--- src/rtl/icache_pkg.sv ---
// Shared refill/forward definitions: FSM encoding and default geometry.
package icache_pkg;

  typedef enum logic [1:0] {
    ST_IDLE = 2'd0,
    ST_FILL = 2'd1,
    ST_WAIT = 2'd2
  } fill_state_e;

  localparam int DEF_ADDR_W     = 18;
  localparam int DEF_WORD_W     = 32;
  localparam int DEF_LINE_WORDS = 4;

endpackage

--- src/rtl/refill_line_buf.sv ---
// One-line refill buffer: LINE_WORDS data slots plus a per-slot valid mask.
module refill_line_buf
  import icache_pkg::*;
#(
  parameter int WORD_W     = DEF_WORD_W,
  parameter int LINE_WORDS = DEF_LINE_WORDS,
  parameter int OFFS_W     = $clog2(LINE_WORDS)
) (
  input  logic                  clk,
  input  logic                  reset_n,
  input  logic                  i_clr,
  input  logic                  i_wr_en,
  input  logic [OFFS_W-1:0]     i_wr_idx,
  input  logic [WORD_W-1:0]     i_wr_data,
  input  logic [OFFS_W-1:0]     i_rd_idx,
  output logic [WORD_W-1:0]     o_rd_data,
  output logic [LINE_WORDS-1:0] o_mask
);

  logic [WORD_W-1:0]     r_mem [LINE_WORDS];
  logic [LINE_WORDS-1:0] r_mask;

  // Data slots carry no reset; the mask alone says which words are meaningful.
  always_ff @(posedge clk) begin
    if (i_wr_en) begin
      r_mem[i_wr_idx] <= i_wr_data;
    end
  end

  always_ff @(posedge clk) begin
    if (!reset_n) begin
      r_mask <= '0;
    end else if (i_clr) begin
      r_mask <= '0;
    end else if (i_wr_en) begin
      r_mask[i_wr_idx] <= 1'b1;
    end
  end

  assign o_rd_data = r_mem[i_rd_idx];
  assign o_mask    = r_mask;

endmodule

--- src/rtl/refill_fwd.sv ---
// Critical-word forwarding for an I-cache line refill (FSM + miss matching).
// Define REFILL_FWD_BYPASS_EN for a zero-latency combinational forward path.
module refill_fwd
  import icache_pkg::*;
#(
  parameter int ADDR_W     = DEF_ADDR_W,
  parameter int WORD_W     = DEF_WORD_W,
  parameter int LINE_WORDS = DEF_LINE_WORDS,
  parameter int OFFS_W     = $clog2(LINE_WORDS)
) (
  input  logic              clk,
  input  logic              reset_n,
  input  logic              fill_start,
  input  logic [ADDR_W-1:0] fill_addr,
  input  logic              beat_valid,
  input  logic [OFFS_W-1:0] beat_idx,
  input  logic [WORD_W-1:0] beat_data,
  input  logic              fill_done,
  input  logic              miss,
  input  logic [ADDR_W-1:0] miss_addr,
  output logic              fwd_valid,
  output logic [WORD_W-1:0] fwd_data,
  output logic              busy,
  output logic              line_valid
);

  localparam int TAG_W = ADDR_W - OFFS_W;

  fill_state_e           r_state;
  logic [TAG_W-1:0]      r_tag;
  logic                  r_pend_vld;
  logic [OFFS_W-1:0]     r_pend_off;
  logic                  r_line_valid;

  logic                  w_busy;
  logic                  w_beat;
  logic [OFFS_W-1:0]     w_miss_off;
  logic                  w_match;
  logic                  w_miss_beat;
  logic                  w_miss_avail;
  logic [WORD_W-1:0]     w_rd_data;
  logic [LINE_WORDS-1:0] w_mask;
  logic [LINE_WORDS-1:0] w_mask_next;
  logic                  w_pend_hit;
  logic                  w_miss_wait;
  logic                  w_fwd_vld;
  logic [WORD_W-1:0]     w_fwd_data;
  logic                  w_unused_offs;

  assign w_unused_offs = ^fill_addr[OFFS_W-1:0];

  refill_line_buf #(
    .WORD_W     (WORD_W),
    .LINE_WORDS (LINE_WORDS),
    .OFFS_W     (OFFS_W)
  ) u_buf (
    .clk       (clk),
    .reset_n   (reset_n),
    .i_clr     (fill_start),
    .i_wr_en   (w_beat),
    .i_wr_idx  (beat_idx),
    .i_wr_data (beat_data),
    .i_rd_idx  (w_miss_off),
    .o_rd_data (w_rd_data),
    .o_mask    (w_mask)
  );

  // fill_start owns its cycle: beats and misses alongside it are discarded.
  assign w_busy       = (r_state != ST_IDLE);
  assign w_beat       = beat_valid && w_busy && !fill_start;
  assign w_miss_off   = miss_addr[OFFS_W-1:0];
  assign w_match      = miss && !fill_start && (miss_addr[ADDR_W-1:OFFS_W] == r_tag)
                        && (w_busy || r_line_valid);
  assign w_miss_beat  = w_beat && (beat_idx == w_miss_off);
  assign w_miss_avail = w_mask[w_miss_off] || w_miss_beat;
  assign w_miss_wait  = w_match && !w_miss_avail && w_busy;
  assign w_pend_hit   = r_pend_vld && !w_match && w_beat && (beat_idx == r_pend_off);
  assign w_mask_next  = w_mask | (w_beat ? (LINE_WORDS'(1) << beat_idx) : '0);

  // A same-cycle beat is the newest copy of the word, so it beats the buffer.
  always_comb begin
    w_fwd_vld  = (w_match && w_miss_avail) || w_pend_hit;
    w_fwd_data = '0;
    if (w_match && w_miss_avail) begin
      w_fwd_data = w_miss_beat ? beat_data : w_rd_data;
    end else if (w_pend_hit) begin
      w_fwd_data = beat_data;
    end
  end

  always_ff @(posedge clk) begin
    if (!reset_n) begin
      r_state      <= ST_IDLE;
      r_tag        <= '0;
      r_pend_vld   <= 1'b0;
      r_pend_off   <= '0;
      r_line_valid <= 1'b0;
    end else if (fill_start) begin
      r_state      <= ST_FILL;
      r_tag        <= fill_addr[ADDR_W-1:OFFS_W];
      r_pend_vld   <= 1'b0;
      r_line_valid <= 1'b0;
    end else begin
      case (r_state)
        ST_FILL, ST_WAIT: begin
          if (fill_done) begin
            r_state      <= ST_IDLE;
            r_pend_vld   <= 1'b0;
            r_line_valid <= &w_mask_next;
          end else if (w_miss_wait) begin
            r_state    <= ST_WAIT;
            r_pend_vld <= 1'b1;
            r_pend_off <= w_miss_off;
          end else if (w_fwd_vld) begin
            r_state    <= ST_FILL;
            r_pend_vld <= 1'b0;
          end
        end
        default: r_state <= ST_IDLE;
      endcase
    end
  end

`ifdef REFILL_FWD_BYPASS_EN
  assign fwd_valid = w_fwd_vld;
  assign fwd_data  = w_fwd_data;
`else
  logic              r_fwd_vld_p1;
  logic [WORD_W-1:0] r_fwd_data_p1;

  // Stage p1: registered forward, one cycle after the miss or awaited beat.
  always_ff @(posedge clk) begin
    if (!reset_n) begin
      r_fwd_vld_p1  <= 1'b0;
      r_fwd_data_p1 <= '0;
    end else begin
      r_fwd_vld_p1  <= w_fwd_vld;
      r_fwd_data_p1 <= w_fwd_data;
    end
  end

  assign fwd_valid = r_fwd_vld_p1;
  assign fwd_data  = r_fwd_data_p1;
`endif

  assign busy       = w_busy;
  assign line_valid = r_line_valid;

endmodule

--- config.mk ---
export PLATFORM = sky130hd
export DESIGN_NAME = refill_fwd
export DESIGN_NICKNAME = d
export VERILOG_FILES = /design/src/rtl/icache_pkg.sv /design/src/rtl/refill_line_buf.sv /design/src/rtl/refill_fwd.sv
export SDC_FILE = /design/constraint.sdc
export NUM_CORES = 1
export LEC_CHECK = 0
export CELL_PAD_IN_SITES_DETAIL_PLACEMENT = 0
export CELL_PAD_IN_SITES_GLOBAL_PLACEMENT = 1
export CORE_MARGIN = 2
export CORE_UTILIZATION = 40
export DETAILED_ROUTE_END_ITERATION = 16
export GPL_TIMING_DRIVEN = 0
export PLACE_DENSITY = 0.74
export SLEW_MARGIN = 25
export SYNTH_ARGS = -nofsm -noshare
export SYNTH_HDL_FRONTEND = slang
export SYNTH_SLANG_ARGS = --single-unit
--- constraint.sdc ---
create_clock -name clk -period 4.4 [get_ports clk]
set_input_delay 0.44 -clock clk [delete_from_list [all_inputs] [get_ports clk]]
set_output_delay 0.44 -clock clk [all_outputs]
set_load 0.02 [all_outputs]
==> flow_metrics.tcl <==
set metrics [dict create \
    period_needed_ns 2.98 \
    hpwl_mm 10.0 \
    crit_required_ns 4.73 \
    gp_congestion 0.783 \
    busiest_layer "met2" \
    num_rows 49 \
    skew_ns 0.0123 \
    grt_setup_unrepaired "false" \
    route.detailed.wl_per_inst_um 18.5 \
    clock_path_buffers 2 \
    async_flop_share_pct 0 \
    status "finished clean" \
    fin_crit_sh_pct 67.7 \
    synthFlopType "edfxtp_1" \
    via_per_inst 5.10 \
    final_common_cell "edfxtp_1" \
    grt_pass1_wl_mm 23.9 \
    cts_tree "done" \
    dieArea_um2 19100 \
    mostFrequentLayoutCells "edfxtp_1, clkdlybuf4s50_1, dfxtp_1" \
    p_per_area_nw_per_um2 393 \
    coreArea_um2 17800 \
    vdd_drop_max_uv 268 \
    first_pass_iters 5 \
    grt_max_degree 20 \
    startpoint "miss_addr[7]" \
    clkLatencyLatePin_ns 0.43 \
    syn_nets 519 \
    io_buffers 105 \
    postSynthAreaPerCell_um2 16.3 \
    grt_pass1_vias 4452 \
    drc 0 \
    slew_headroom_pct 42.3 \
    use_met1_pct 20.3 \
    synth_edf_count 128 \
    hold_class "register to register" \
    area_delta_synth_final_pct 28.6 \
    clkSlewWorstSetupHoldPaths_ns 0.07 \
    synth_seq_area_share_pct 69.8 \
    pin_count 111 \
    cp_cell_sequence "clkdlybuf4s50_1, xor2_1, or4_1, nor4_1, and3_1, clkbuf_1, clkbuf_1, nand2_1, o21ai_0" \
    ys_types 44 \
    start_kind "input port" \
    syn-cell-area_um2 7200 \
    max_stage_delay_ns 0.54 \
    regToRegEndpoint "fwd_data[28]" \
    cts_sinks 187 \
    critical-path-top-delay-family "simple AND/OR/NAND/NOR gates" \
    cp_common_cell "clkbuf_1" \
    critPathCaptureType "register" \
    initial_core_util_pct 40.5 \
    cts_max_level 4 \
    timing.critical_path.buf_inv 3 \
    hold_buffers 0 \
    cp_max_fo 10 \
    reg2regPathDepth 9 \
    final.setup.tns_ns 0 \
    stdcell_count 815 \
    ys_warn_count 0 \
    antenna_found_initial 0 \
    cts_buffers 17 \
    final-hold-violation-count 0 \
    ctsResizeCount 0 \
    die_x_um 138 \
    timing_worst_setup_path_type "input port to register" \
    post-place-cells 783 \
    nNetsFinal 650 \
    groute.usage.overall_pct 16.3 \
    setup_viol 0 \
    post-cts-setup-buffer-count 0 \
    synthCells 442 \
    grtUsageMet2_pct 28.4 \
    grt_overflow_total 0 \
    drive_gt1_share_pct 16.0 \
    met3_usage_pct 4.12 \
    route.final.wire_length_mm 15.1 \
    diodes 0 \
    arrival_ns 3.31 \
    ys_seq_elements 187 \
    regToRegSetupSlack_ns 1.44 \
    cap_violations 0 \
    initialDrtViolationCount 274 \
    ant_nets 0 \
    report.final.slew_viol_count 0 \
    die_height_um 138 \
    power_leakage_nw 3.14 \
    crit_end "fwd_data[0]" \
    cpMaxStageDelayCell "or4_1" \
    reg2reg_from "r_state[0]" \
    path_depth 9 \
    root_buffer "clkbuf_16" \
    tightest_slew_ns 0.866 \
    fmax_ghz 0.336 \
    vias 4159 \
]
[where the power goes]
part	internal (mW)	switching (mW)
Combinational	0.115	0.103
Sequential	1.89	0.00794
Clock	0.864	0.654
[Yosys cell counts (4+ instances only)]
cell type / number / share of area, %
o21ai_2: 10 / 1.2
dfxtp_1: 59 / 16
nor4_1: 4 / 0.35
clkbuf_1: 14 / 0.73
mux2i_1: 18 / 2.5
o21ai_0: 12 / 0.83
a21oi_1: 4 / 0.28
inv_1: 7 / 0.37
nand2_1: 40 / 2.1
mux4_2: 33 / 10
a32o_1: 15 / 2.1
xnor2_1: 4 / 0.49
nor3_1: 6 / 0.42
xor2_1: 16 / 1.9
edfxtp_1: 128 / 53
nor2_1: 28 / 1.5
[how the worst min path moves through the flow]
stage	startpoint	endpoint	slack, ns	cells past startpoint
2_1_floorplan	r_state[1]	r_state[1]	0.44	2
4_1_cts	r_state[1]	r_state[1]	0.48	2
3_3_place_gp	r_state[1]	r_state[1]	0.46	2
3_5_place_dp	r_state[1]	r_state[1]	0.47	2
5_1_grt	r_state[1]	r_state[1]	0.48	2
6_report	r_state[1]	r_state[1]	0.47	2
[registers in the layout, summed over array words and instances (netlist names)]
register / cells
fwd_data: 32
fwd_valid: 1
line_valid: 1
r_pend_off: 2
r_pend_vld: 1
r_state: 2
r_tag: 16
u_buf.o_mask: 4
u_buf.r_mem: 128
[worst min-delay path: stages, from the launching register on]
cell	delay [ns]
dfxtp_1	0.31
o21ai_0	0.06
a21oi_1	0.06
[metal layers]
layer,up-vias,wire [um]
li1,1959,-
met1,2090,6510
met2,95,7850
met3,15,577
met4,0,162
met5,-,0
[per-stage QoR]
| step | setup WS, ns | util, % | hold slack [ns] | total power, mW | cell area [um^2] |
|---|---|---|---|---|---|
| 5_1_grt | 1.22 | 52.0 | 0.485 | 3.77 | 9250 |
| 6_report | 1.42 | 52.0 | 0.472 | 3.64 | 9250 |
| 3_5_place_dp | 1.00 | 48.7 | 0.469 | 2.16 | 8660 |
| 4_1_cts | 1.39 | 52.0 | 0.476 | 3.67 | 9250 |
| 3_3_place_gp | -2.72 | 48.0 | 0.459 | 2.15 | 8530 |
| 2_1_floorplan | 0.305 | - | 0.445 | 2.04 | 7200 |
[kinds of logic after synthesis]
group	share of synthesized area (%)
DFF	69.8
and+or+nand+nor	7.13
muxes	13.4
AOI/OAI and AO/OA	4.96
buffers and inverters	2.12
xor gates and xnor gates	2.43
adders and majority gates	0.174
[final cells by class]
cell class	count	area, um^2
fill	1523	8530
sequential	187	5020
multi-input combinational	226	2030
timing repair buffer	112	1170
clock buffer	21	450
tap	229	287
clock inverter	11	136
buffer	22	126
inverter	7	26.3
No activity file was read; power rests on OpenSTA's default activity.
